$ cat src/rtl/dmem_port_arbiter_pkg.sv
// Shared constants and owner encoding for the data-memory port arbiter.
package dmem_port_arbiter_pkg;

  localparam int unsigned ARB_FIXED = 0;
  localparam int unsigned ARB_RR    = 1;
  localparam int unsigned WAIT_W    = 4;

  typedef enum logic {
    OWNER_P0 = 1'b0,
    OWNER_P1 = 1'b1
  } owner_e;

endpackage

$ cat src/rtl/dmem_grant_select.sv
// Combinational grant selection for the two memory requesters.
module dmem_grant_select
  import dmem_port_arbiter_pkg::*;
#(
  parameter int unsigned MAX_WAIT = 4
) (
  input  logic              mode,
  input  logic              p0_req,
  input  logic              p1_req,
  input  logic              last_owner,
  input  logic [WAIT_W-1:0] wait_cnt,
  output logic              p0_gnt,
  output logic              p1_gnt
);

  logic p1_wins;

  // On a tie: round-robin favours the port that did not own last; fixed mode
  // favours p0 until p1 has waited MAX_WAIT cycles.
  always_comb begin
    p0_gnt  = 1'b0;
    p1_gnt  = 1'b0;
    p1_wins = 1'b0;
    if (p0_req && p1_req) begin
      if (mode == 1'(ARB_RR)) begin
        p1_wins = (last_owner == OWNER_P0);
      end else begin
        p1_wins = (wait_cnt == WAIT_W'(MAX_WAIT));
      end
      p0_gnt = ~p1_wins;
      p1_gnt = p1_wins;
    end else begin
      p0_gnt = p0_req;
      p1_gnt = p1_req;
    end
  end

endmodule

$ cat src/rtl/dmem_port_arbiter.sv
// Two-port arbiter in front of the single-port data memory with a
// one-cycle registered read response per port.
module dmem_port_arbiter
  import dmem_port_arbiter_pkg::*;
#(
  parameter int unsigned ADDR_W   = 7,
  parameter int unsigned DATA_W   = 32,
  parameter int unsigned ARB_MODE = 0,
  parameter int unsigned MAX_WAIT = 4
) (
  input  logic              clk,
  input  logic              rst_n,
  input  logic              p0_req,
  input  logic              p0_we,
  input  logic [ADDR_W-1:0] p0_addr,
  input  logic [DATA_W-1:0] p0_wdata,
  output logic              p0_gnt,
  output logic              p0_rvalid,
  output logic [DATA_W-1:0] p0_rdata,
  input  logic              p1_req,
  input  logic              p1_we,
  input  logic [ADDR_W-1:0] p1_addr,
  input  logic [DATA_W-1:0] p1_wdata,
  output logic              p1_gnt,
  output logic              p1_rvalid,
  output logic [DATA_W-1:0] p1_rdata,
  output logic [ADDR_W-1:0] mem_address,
  output logic [DATA_W-1:0] mem_write_data,
  output logic              mem_read,
  output logic              mem_write,
  input  logic [DATA_W-1:0] mem_read_data
);

  owner_e            owner_q, owner_d;
  logic [WAIT_W-1:0] wait_q, wait_d;
  logic              sel_p0_gnt, sel_p1_gnt;

  dmem_grant_select #(
    .MAX_WAIT (MAX_WAIT)
  ) u_grant_select (
    .mode       (1'(ARB_MODE)),
    .p0_req     (p0_req),
    .p1_req     (p1_req),
    .last_owner (owner_q),
    .wait_cnt   (wait_q),
    .p0_gnt     (sel_p0_gnt),
    .p1_gnt     (sel_p1_gnt)
  );

  // No access may reach the memory while reset is held.
  assign p0_gnt = sel_p0_gnt & rst_n;
  assign p1_gnt = sel_p1_gnt & rst_n;

  always_ff @(posedge clk or negedge rst_n) begin
    if (!rst_n) begin
      owner_q <= OWNER_P1;
    end else begin
      owner_q <= owner_d;
    end
  end

  always_comb begin
    owner_d = owner_q;
    if (p0_gnt) begin
      owner_d = OWNER_P0;
    end else if (p1_gnt) begin
      owner_d = OWNER_P1;
    end
  end

  // Consecutive-denial counter for p1, saturating at MAX_WAIT.
  always_comb begin
    wait_d = '0;
    if (p1_req && !p1_gnt) begin
      wait_d = (wait_q == WAIT_W'(MAX_WAIT)) ? wait_q : wait_q + 1'b1;
    end
  end

  always_ff @(posedge clk or negedge rst_n) begin
    if (!rst_n) begin
      wait_q <= '0;
    end else begin
      wait_q <= wait_d;
    end
  end

  always_comb begin
    mem_address    = '0;
    mem_write_data = '0;
    mem_read       = 1'b0;
    mem_write      = 1'b0;
    if (rst_n) begin
      if (p1_gnt) begin
        mem_address    = p1_addr;
        mem_write_data = p1_wdata;
      end else begin
        mem_address    = p0_addr;
        mem_write_data = p0_wdata;
      end
      mem_read  = (p0_gnt & ~p0_we) | (p1_gnt & ~p1_we);
      mem_write = (p0_gnt & p0_we) | (p1_gnt & p1_we);
    end
  end

  always_ff @(posedge clk or negedge rst_n) begin
    if (!rst_n) begin
      p0_rvalid <= 1'b0;
      p1_rvalid <= 1'b0;
      p0_rdata  <= '0;
      p1_rdata  <= '0;
    end else begin
      p0_rvalid <= p0_gnt & ~p0_we;
      p1_rvalid <= p1_gnt & ~p1_we;
      if (p0_gnt && !p0_we) begin
        p0_rdata <= mem_read_data;
      end
      if (p1_gnt && !p1_we) begin
        p1_rdata <= mem_read_data;
      end
    end
  end

endmodule

$ cat config.mk
export PLATFORM = sky130hd
export DESIGN_NAME = dmem_port_arbiter
export DESIGN_NICKNAME = d
export VERILOG_FILES = /design/src/rtl/dmem_port_arbiter_pkg.sv /design/src/rtl/dmem_grant_select.sv /design/src/rtl/dmem_port_arbiter.sv
export SDC_FILE = /design/constraint.sdc
export NUM_CORES = 1
export LEC_CHECK = 0
export BUFFER_PORTS_ARGS = -buffer_cell sky130_fd_sc_hd__buf_4
export CAP_MARGIN = 20
export CORE_AREA = 2 2 131 82
export CTS_CLUSTER_SIZE = 8
export DETAILED_ROUTE_END_ITERATION = 10
export DIE_AREA = 0 0 133 84
export GPL_TIMING_DRIVEN = 0
export HOLD_SLACK_MARGIN = 0.08
export PLACE_DENSITY = 0.76
export SLEW_MARGIN = 20
export SYNTH_ARGS = -nofsm -noshare
export SYNTH_HDL_FRONTEND = slang
export SYNTH_SLANG_ARGS = --single-unit
$ cat constraint.sdc
create_clock -name clk -period 6.2 [get_ports clk]
set_input_delay 1.24 -clock clk [delete_from_list [all_inputs] [get_ports clk]]
set_output_delay 1.24 -clock clk [all_outputs]
set_load 0.02 [all_outputs]
==> run metrics, run 1 <==
io pins=between 200 and 250; status=finished clean; 1st-pass router iterations=4; number of fill cells=906; initial antenna violation count=0; Final Critical Period=approximately 5 ns; Worst Skew=around 0.0052 ns; DR iter-0 viols=between 150 and 200; pin slew with the least headroom to its limit=0.863 ns; Slew headroom=about 42%; R2R depth=6; Die H=between 80 and 90 um; ANT cells=0; cell chain of the critical path=buf_4 > buf_2 > nand2_1 > a21oi_1 > clkbuf_1 > o22ai_1 > buf_4; Synth cell types=28; Nets=657; clk_lat worst skew=between 0.3 and 0.4 ns; die width=133 um; endpoint type of the worst setup path=primary output; peak supply drop=between 0.0002 and 0.0003 V; Cell Pwr Density=approximately 300 nW/um^2; post-route ant nets=0; sequential share of power=roughly a third; CTS root buffer=clkbuf_16; vias in the first global route=3359; Max Slew Vio Count=0; final worst-path cycle share=79.7%; Max-cap violations=0; Yosys reg bits=70; Via-to-Cell Ratio=approximately 4.8; Critical Path AT=approximately 3.7 ns; final hold vios=0; crit-path max FO=slightly above 70; RD Place Congestion=roughly 0.83; syn_nets=roughly 420; total power=roughly 0.0017 W; Port Buffers=roughly 220; sequential area share after synthesis=a little over 50%; YS warnings=0; post-synth top area share=between 50% and 60%; Final setup viols=0; row cnt=29; CTS Buffer Depth=2; CTS tree=built; minimum hold slack=0.487 ns; first-pass GRT wire length=between 15 and 20 mm; DP HPWL=a little over 8 mm; Reg clk slew, reported paths=about 0.050 ns; most frequent CP cell=buf_4; critical path depth in cells=7; most frequent cells in the layout=buf_4 (223), nand2_1 (80), dfrtp_1 (70); Initial Utilization=between 30% and 40%; Sink Count=70; Routed WL=10.6 mm; H-tree Lvls=3; Synth Instances=approximately 310; die area=roughly 11000 um^2; worst slack at placement=1.23 ns; Worst Hold Class=register to register; WL/cell=15.5 um; CTS Hold Bufs=0; Hold Path Cell Cnt=1; Crit path buffers/inverters=4; GR Util All Layers=about a fifth; Internal=between 0.001 and 0.0015 W; CP Launch Type=input pin; CP Class=input pin to primary output; Setup Buffers After CTS=0; leak pwr=2.70 nW; RSZ-0062 raised after global routing=no; CTS Buf Count=9; Synth-to-Final Area Change=63.9%; GRT overflow=0; Required @ worst endpoint=between 4 and 5 ns; core area=slightly above 10000 um^2; Slowest cell on crit path=buf_4; most common cell after layout, fill and taps aside=buf_4; largest net degree at the start of global routing=72; utilization after layout=a little under three fifths; Gate power share=about a third; setup TNS=0 ns; Mapped Area=3400 um^2; CP top delay family=buffers and inverters; share of cells above drive strength 1=56.1%; DRC=0; CTS resizes=0; fmax=202 MHz; Psw=approximately 0.00051 W; worst setup slack after layout=1.26 ns; Vias=3288; synthesized area per cell=11.1 um^2; Area contributors post-synth=dfrtp_1 (52%), mux2_2 (17%), nand2_1 (8.8%); cell taking the most area after synthesis=dfrtp_1; clock share of power=between 30% and 40%; sw frac=a little under a third; slowest cell delay on critical path=roughly 0.65 ns
==> registers in the layout, indices dropped and copies added (netlist names) <==
| name | count |
|---|---|
| p0_rdata | 32 |
| p1_rdata | 32 |
| wait_q | 4 |
| p0_rvalid | 1 |
| p1_rvalid | 1 |
==> path summary, 6_finish.rpt <==
path                       slack, ns            endpoint    startpoint
max in group asynchronous       4.60           wait_q[3]         rst_n
min in group asynchronous       1.03        p1_rdata[19]         rst_n
min reg2reg                     0.49        p0_rdata[31]  p0_rdata[31]
min                             0.49        p0_rdata[31]  p0_rdata[31]
max                             1.26  mem_write_data[10]         rst_n
max reg2reg                     4.02        p0_rdata[21]     wait_q[0]
==> Yosys cell counts <==
library cell / instances
nand3b_4: 1
and4b_1: 1
nand2b_1: 1
a211oi_4: 2
mux2_1: 13
a21oi_1: 2
a311oi_1: 1
buf_2: 5
xor2_1: 1
clkbuf_1: 14
nand2_1: 80
and2_1: 2
or2_2: 1
mux2_2: 51
o21ai_0: 1
a311o_1: 1
nand3_1: 1
dfrtp_1: 70
o21a_1: 1
nor4b_1: 2
inv_1: 2
a22o_1: 1
ha_1: 2
o22ai_1: 39
nor3_1: 2
nor2b_1: 1
buf_6: 6
and3b_4: 1
==> layer usage <==
layer,up-vias,GRT usage [%],share of wire (%)
met2,119,29.9,47
met3,12,6.92,7.7
met1,1609,25.1,44
met5,-,0,0
li1,1548,-,-
met4,0,4.59,1.0
==> cells by family (layout without fill, tap and decap cells) <==
group	after synthesis	count (layout)	share of synthesized area, %
adder cells (fa/ha/maj)	2	2	0.736
flip-flops	70	70	51.5
AND/OR/NAND/NOR	93	93	12.0
AO/OA/AOI/OAI	48	48	9.83
multiplexers	64	64	21.2
XOR/XNOR	1	1	0.258
buffers and inverters	27	266	4.49
==> power by group through the flow <==
stage / logic, W / clock network (W) / registers [W]
5_1_grt: 0.000576 / 0.000589 / 0.000609
2_1_floorplan: 0.000158 / 0 / 0.000711
4_1_cts: 0.000549 / 0.000565 / 0.000598
3_3_place_gp: 0.000538 / 0 / 0.000598
3_5_place_dp: 0.000548 / 0 / 0.000605
6_report: 0.000544 / 0.000549 / 0.000597
==> area by class of cell <==
cell class	count	area [um^2]	area share [%]
multi-input cells	208	1500	26.8
clock buffers	11	243	4.36
inverters	2	7.51	0.135
well taps	139	174	3.12
flip-flops and latches	70	1750	31.4
clock inverters	5	81.3	1.46
plain buffers	25	145	2.60
repair buffers	223	1670	30.0
==> through the flow <==
step                std cells  area, um^2
floorplan                 305        3400
global placement          667        5250
detailed placement        667        5250
CTS                       683        5570
global route              683        5570
finish                    683        5570
No activity file was read; power rests on OpenSTA's default activity.
==> inputs of run 2 (changes only) <==
- ABC_AREA: unset -> 1
- CORE_AREA: 2 2 131 82 -> 2 2 134 84
- DIE_AREA: 0 0 133 84 -> 0 0 136 86
- PLACE_DENSITY: 0.76 -> 0.77
- clock period: 6.2 -> 4.3 ns (I/O delays scaled with it)
==> run 2 against run 1 <==
Clock power up 53%. Non-clock buffer count up 13. Via count up 28%. Synthesized area up 4.6%. Critical path type unchanged. Largest cell class unchanged.
==> run metrics, run 2 <==
status=finished clean; CP Class=input pin to primary output; vias in the first global route=4105 (+22%); worst slack at placement=0.499 ns (-0.728 ns); Worst Skew=0.00709 ns (+0.00187 ns); Internal=0.00167 W (+41%); crit-path max FO=71 (unchanged); CTS resizes=0 (unchanged); CTS root buffer=clkbuf_16; Required @ worst endpoint=3.44 ns (-1.52 ns); number of fill cells=974 (+7.5%); most common cell after layout, fill and taps aside=buf_4; Sink Count=70 (unchanged); register-to-register setup slack=2.64 ns (-1.38 ns); Slowest cell on crit path=buf_4; YS warnings=0 (unchanged); endpoint type of the worst setup path=primary output; Cell Pwr Density=427 nW/um^2 (+41%); Psw=0.000790 W (+54%); post-synthesis mux area share=0% (-21 points); Register Area=1750 um^2 (unchanged); Max Slew Vio Count=0 (unchanged); count leader, synth=nand2_1; most frequent cells after synthesis=nand2_1 (212), dfrtp_1 (70), nand4_1 (64); 1st-pass router iterations=5 (+1); first-pass GRT wire length=20.1 mm (+18%); Hold Path End=p0_rdata[6]; Synth Flop Type=dfrtp_1; ANT cells=0 (unchanged); sw frac=32.2% (+1.9 points); Vias=4200 (+28%); Inst Count DP=822 (+23%); Crit path buffers/inverters=5 (+1); R2R depth=8 (+2); Critical Path AT=2.92 ns (-0.78 ns); Routed WL=12.9 mm (+22%); ys async rst share=100% (unchanged); row cnt=29 (unchanged); minimum hold slack=0.469 ns (-0.0186 ns); GR Util All Layers=21.8% (+2.7 points); WL/cell=15.4 um (-0.62%); Final Critical Period=3.78 ns; Worst setup startpoint=rst_n; Top Registers=p0_rdata (32), p1_rdata (32), wait_q (4); cell chain of the critical path=buf_4 > buf_2 > buf_2 > buf_1 > nand3_1 > nand2_1 > buf_4; R2R Path Start=wait_q[0]; final hold vios=0 (unchanged); cell taking the most area after synthesis=dfrtp_1; Area contributors post-synth=dfrtp_1 (49%), nand2_1 (22%), nand4_1 (11%); Synth Instances=459 (+50%); Max-cap violations=0 (unchanged); die width=136 um (+2.3%); Via-to-Cell Ratio=5.01 (+4.1%); CTS Buffer Depth=2 (unchanged); CP Launch Type=input pin; Mapped Area=3560 um^2 (+4.6%); EDFF count, synth=0 (unchanged); share of cells above drive strength 1=39.6% (-16 points); Synth Area in Compound Gates=0.633% (-9.2 points); DRC=0 (unchanged); peak supply drop=0.000199 V (-23%); Setup Buffers After CTS=0 (unchanged); sequential area share after synthesis=49.2% (-2.3 points); Port Buffers=224 (+0.45%); H-tree Lvls=3 (unchanged); Initial Utilization=34.3% (+0.70 points); RD Place Congestion=0.824 (-1.1%); clk_lat worst skew=0.33 ns (about the same); Worst Hold Class=register to register; worst setup slack after layout=0.525 ns (-0.733 ns); clock share of power=34.1% (+1.6 points); Final setup viols=0 (unchanged); most frequent cells in the layout=buf_4 (228), nand2_1 (212), dfrtp_1 (70); RSZ-0062 raised after global routing=no; CP top delay family=buffers and inverters; Nets=812 (+24%); sequential share of power=34.9% (-0.4 points); Synth-to-Final Area Change=61.8%; largest family of logic cells by synthesized area=simple AND/OR/NAND/NOR gates; setup TNS=0 ns (unchanged); CTS Hold Bufs=0 (unchanged); final worst-path cycle share=between 80% and 90%; core area=10400 um^2 (+2.5%); Reg clk slew, reported paths=0.06 ns (about the same); hold path start=p0_rdata[6]; syn_nets=577 (+36%); die area=11700 um^2 (+4.7%); pin slew with the least headroom to its limit=0.888 ns (+0.0248 ns); DR iter-0 viols=190 (-1.0%); Simple-Gate Fraction of Synth Area=41.8% (+30 points); io pins=225 (unchanged); post-route ant nets=0 (unchanged); leak pwr=3.27 nW (+21%); Yosys reg bits=70 (unchanged); slowest cell delay on critical path=0.66 ns (about the same); Die H=86 um (+2.4%); fmax=around 260 MHz; CTS tree=built; Hold Path Cell Cnt=2 (+1); Synth Area in XOR/XNOR=0.492% (+0.23 points); CTS Buf Count=9 (unchanged); post-synth top area share=49.2% (-2.3 points); reg2reg end=p1_rdata[9]; DP HPWL=10.0 mm (+21%); synthesized area per cell=7.75 um^2 (-30%); Gate power share=31.0% (-1.2 points); GRT overflow=0 (unchanged); Slew headroom=40.8% (-1.7 points); footprint of the multi-input gates=1550 um^2 (+3.8%); Synth cell types=20 (-29%); initial antenna violation count=0 (unchanged); Post-Synth Adder-Cell Area=0.703% (-0.033 points); largest net degree at the start of global routing=72 (unchanged); Final Non-Filler Cells=838 (+23%)
==> run 2: cell types whose count changed after synthesis, sizes merged, moves of 5 or more <==
| cell | before | now |
|---|---|---|
| buf | 11 | 31 |
| nand3 | 1 | 46 |
| o22ai | 39 | 0 |
| mux2 | 64 | 0 |
| clkbuf | 14 | 6 |
| nor2 | 0 | 5 |
| nand2 | 80 | 215 |
| inv | 2 | 12 |
| nand4 | 0 | 64 |
==> run 2: kinds of logic (layout without fill, tap and decap cells) <==
family                   Yosys count  count (layout)
AO/OA/AOI/OAI                      4               4
XOR/XNOR                           2               2
adder cells (fa/ha/maj)            2               2
buffers and inverters             51             291
flip-flops                        70              70
AND/OR/NAND/NOR                  330             330
==> run 2: how the worst max path moves through the flow <==
stage | to | slack (ns) | cells past startpoint
global placement | mem_write_data[26] | 0.59 | 7
floorplan | mem_write | 1.73 | 5
global route | mem_write_data[23] | 0.22 | 7
detailed placement | mem_write_data[30] | 0.50 | 7
finish | mem_write_data[23] | 0.52 | 7
CTS | mem_write_data[30] | 0.50 | 7
==> run 2: metal layers <==
metal	routed length, um	GRT usage [%]	share of wire (%)
met5	0	0	0
met4	208	4.92	1.6
met3	1160	6.97	9.0
met2	5880	33.6	46
met1	5650	30.0	44
==> run 2: worst register-to-register path, delay by kind of cell, from the launching register on <==
| family | cells | cell delay, ns |
|---|---|---|
| buffers and inverters | 2 | 0.33 |
| and+or+nand+nor | 5 | 0.61 |
| adders and majority gates | 1 | 0.19 |
| DFF | 1 | 0.43 |
==> run 2: through the flow <==
step | total power [W] | utilization [%] | area (um^2)
floorplan | 0.00122 | - | 3560
global placement | 0.00161 | 52.2 | 5410
detailed placement | 0.00163 | 52.2 | 5410
CTS | 0.00248 | 55.5 | 5760
global route | 0.00257 | 55.5 | 5760
finish | 0.00246 | 55.5 | 5760
==> run 2: power by group through the flow <==
stage	clock [W]	combinational [W]	sequential (W)
after floorplan	0	0.000221	0.00100
after global placement	0	0.000751	0.000861
after detailed placement	0	0.000766	0.000866
after CTS	0.000851	0.000767	0.000858
after global routing	0.000878	0.000826	0.000870
final	0.000838	0.000761	0.000858
==> run 2: final cells by class <==
| type | count | area share, % |
|---|---|---|
| Buffer | 37 | 3.50 |
| Inverter | 14 | 0.913 |
| Sequential cell | 70 | 30.4 |
| Clock inverter | 4 | 1.33 |
| Multi-Input combinational cell | 338 | 27.0 |
| Clock buffer | 12 | 4.63 |
| Timing Repair Buffer | 224 | 29.2 |
| Tap cell | 139 | 3.02 |
==> inputs of run 3 (changes only) <==
- BUFFER_PORTS_ARGS: -buffer_cell sky130_fd_sc_hd__buf_4 -> -buffer_cell sky130_fd_sc_hd__clkbuf_2
- CORE_AREA: 2 2 134 84 -> 2 2 127 79
- DIE_AREA: 0 0 136 86 -> 0 0 129 81
- PLACE_DENSITY: 0.77 -> 0.84
==> run 3 against run 2 <==
Routed wire length is 9.3% lower. Via count down 0.93%. First-iteration DRC count up 34%. Count of clock-buffer cells in the layout fell by 1. Non-clock buffer count up 1. Global-route usage increased by 0.35 points. Critical endpoint is now mem_write_data[22]. Largest power group unchanged. Highest routed layer unchanged.
==> run metrics, run 3 (same netlist as run 2, synthesis figures left out) <==
status=finished clean; Synth-to-Final Area Change=45.1%; Required @ worst endpoint=3.44 ns (about the same); ANT cells=0 (unchanged); WL/cell=14.0 um (-8.8%); post-route ant nets=0 (unchanged); Register Area=1750 um^2 (unchanged); hold path start=p0_rdata[20]; Die H=81 um (-5.8%); CTS tree=built; DR iter-0 viols=255 (+34%); final worst-path cycle share=85.0% (-2.8 points); GR Util All Layers=22.1% (+0.35 points); Top Registers=p0_rdata (32), p1_rdata (32), wait_q (4); endpoint type of the worst setup path=primary output; Max-cap violations=0 (unchanged); Slew headroom=63.1% (+22 points); number of fill cells=919 (-5.6%); Vias=4161 (-0.93%); core area=9490 um^2 (-8.5%); Nets=813 (+0.12%); first-pass GRT wire length=18.1 mm (-10%); Max Slew Vio Count=0 (unchanged); most common cell after layout, fill and taps aside=clkbuf_2; Hold Path Cell Cnt=2 (unchanged); CTS Buf Count=9 (unchanged); CTS root buffer=clkbuf_16; RSZ-0062 raised after global routing=no; register-to-register setup slack=2.69 ns (+0.05 ns); io pins=225 (unchanged); 1st-pass router iterations=4 (-1); GRT overflow=0 (unchanged); die width=129 um (-5.1%); Via-to-Cell Ratio=4.99 (-0.45%); initial antenna violation count=0 (unchanged); peak supply drop=0.000208 V (+4.8%); R2R Path Start=wait_q[0]; Final Critical Period=3.66 ns (-0.119 ns); CTS resizes=0 (unchanged); met3 usage=5.47% (-1.5 points); CTS Buffer Depth=2 (unchanged); Sink Count=70 (unchanged); Hold Path End=p0_rdata[20]; pin slew with the least headroom to its limit=0.553 ns (-0.335 ns); leak pwr=3.10 nW (-5.1%); RD Place Congestion=0.762 (-7.5%); Final setup viols=0 (unchanged); footprint of the multi-input gates=1550 um^2 (unchanged); Worst Skew=0.00365 ns (-0.00344 ns); Cell Pwr Density=431 nW/um^2 (+1.0%); Worst Hold Class=register to register; Critical Path AT=2.80 ns (-0.12 ns); share of cells above drive strength 1=39.5% (-0.14 points); Reg clk slew, reported paths=0.05 ns (about the same); grt peak-use layer=met1; die area=10400 um^2 (-11%); reg2reg end=p1_rdata[11]; Routed WL=11.7 mm (-9.3%); DRC=0 (unchanged); CP Launch Type=input pin; utilization after layout=54.3% (-1.1 points); Port Buffers=224 (unchanged); most frequent cells in the layout=clkbuf_2 (223), nand2_1 (212), dfrtp_1 (70); final hold vios=0 (unchanged); GR met2 Demand/Resource=32.3% (-1.2 points); row cnt=28 (-3.4%); vias in the first global route=3594 (-12%); largest net degree at the start of global routing=43 (-40%); CP Class=input pin to primary output; design area=5160 um^2 (-10%); crit-path max FO=42 (-41%); Initial Utilization=37.5% (+3.2 points); CTS Hold Bufs=0 (unchanged); Setup Buffers After CTS=0 (unchanged); H-tree Lvls=3 (unchanged); fmax=274 MHz (+3.3%); DP Area=4870 um^2 (-10%); DP HPWL=9.08 mm (-9.6%); R2R depth=8 (unchanged); met1 GRT Util=33.0% (+3.0 points); clk_lat worst skew=0.33 ns (about the same)
==> run 3: changes by cell type in the layout (fill, tap and decap cells not counted), sizes merged <==
cell / previous run / this run
buf: 255 / 32
bufinv: 2 / 1
clkbuf: 18 / 241
clkinv: 2 / 4
inv: 13 / 12
==> run 3: stage by stage <==
| step | worst slack, ns | power [W] | setup TNS (ns) | instances | hold WS (ns) |
|---|---|---|---|---|---|
| detailed placement | 0.625 | 0.00151 | 0 | 819 | 0.459 |
| finish | 0.644 | 0.00222 | 0 | 834 | 0.469 |
| global placement | -0.135 | 0.00149 | -2.73 | 818 | 0.453 |
| floorplan | 1.73 | 0.00122 | 0 | 459 | 0.508 |
| global route | 0.398 | 0.00234 | 0 | 834 | 0.491 |
| CTS | 0.620 | 0.00224 | 0 | 834 | 0.473 |
==> run 3: worst max-delay path, stage by stage <==
cell	delay, ns
clkbuf_4	0.38
buf_12	0.29
buf_2	0.21
buf_2	0.23
buf_1	0.41
nand3_1	0.14
nand2_1	0.08
clkbuf_2	0.17
==> run 3: worst max path at each step <==
| stage | from | to | slack (ns) | cells past startpoint |
|---|---|---|---|---|
| 3_3_place_gp | rst_n | mem_write_data[22] | -0.14 | 7 |
| 3_5_place_dp | rst_n | mem_write_data[22] | 0.63 | 8 |
| 5_1_grt | rst_n | mem_write_data[27] | 0.40 | 8 |
| 6_report | rst_n | mem_write_data[22] | 0.64 | 8 |
| 4_1_cts | rst_n | mem_write_data[22] | 0.62 | 8 |
| 2_1_floorplan | rst_n | mem_write | 1.73 | 5 |
==> run 3: routing by layer <==
| metal | wire length (um) | share of wire, % |
|---|---|---|
| met1 | 5570 | 48 |
| met2 | 5100 | 44 |
| met3 | 906 | 7.7 |
| met4 | 137 | 1.2 |
| met5 | 0 | 0 |
==> run 3: cell type report <==
cell class | count | area share [%]
timing repair buffer | 225 | 22.2
buffer | 37 | 3.90
inverter | 14 | 1.02
clock buffer | 11 | 4.70
clock inverter | 4 | 0.921
sequential | 70 | 33.9
multi-input combinational | 338 | 30.1
tap | 135 | 3.27
==> run 3: where the power goes <==
part           switching, W  internal [W]
Sequential        0.0000711      0.000780
Combinational      0.000429      0.000217
Clock              0.000268      0.000459
Total              0.000769       0.00146
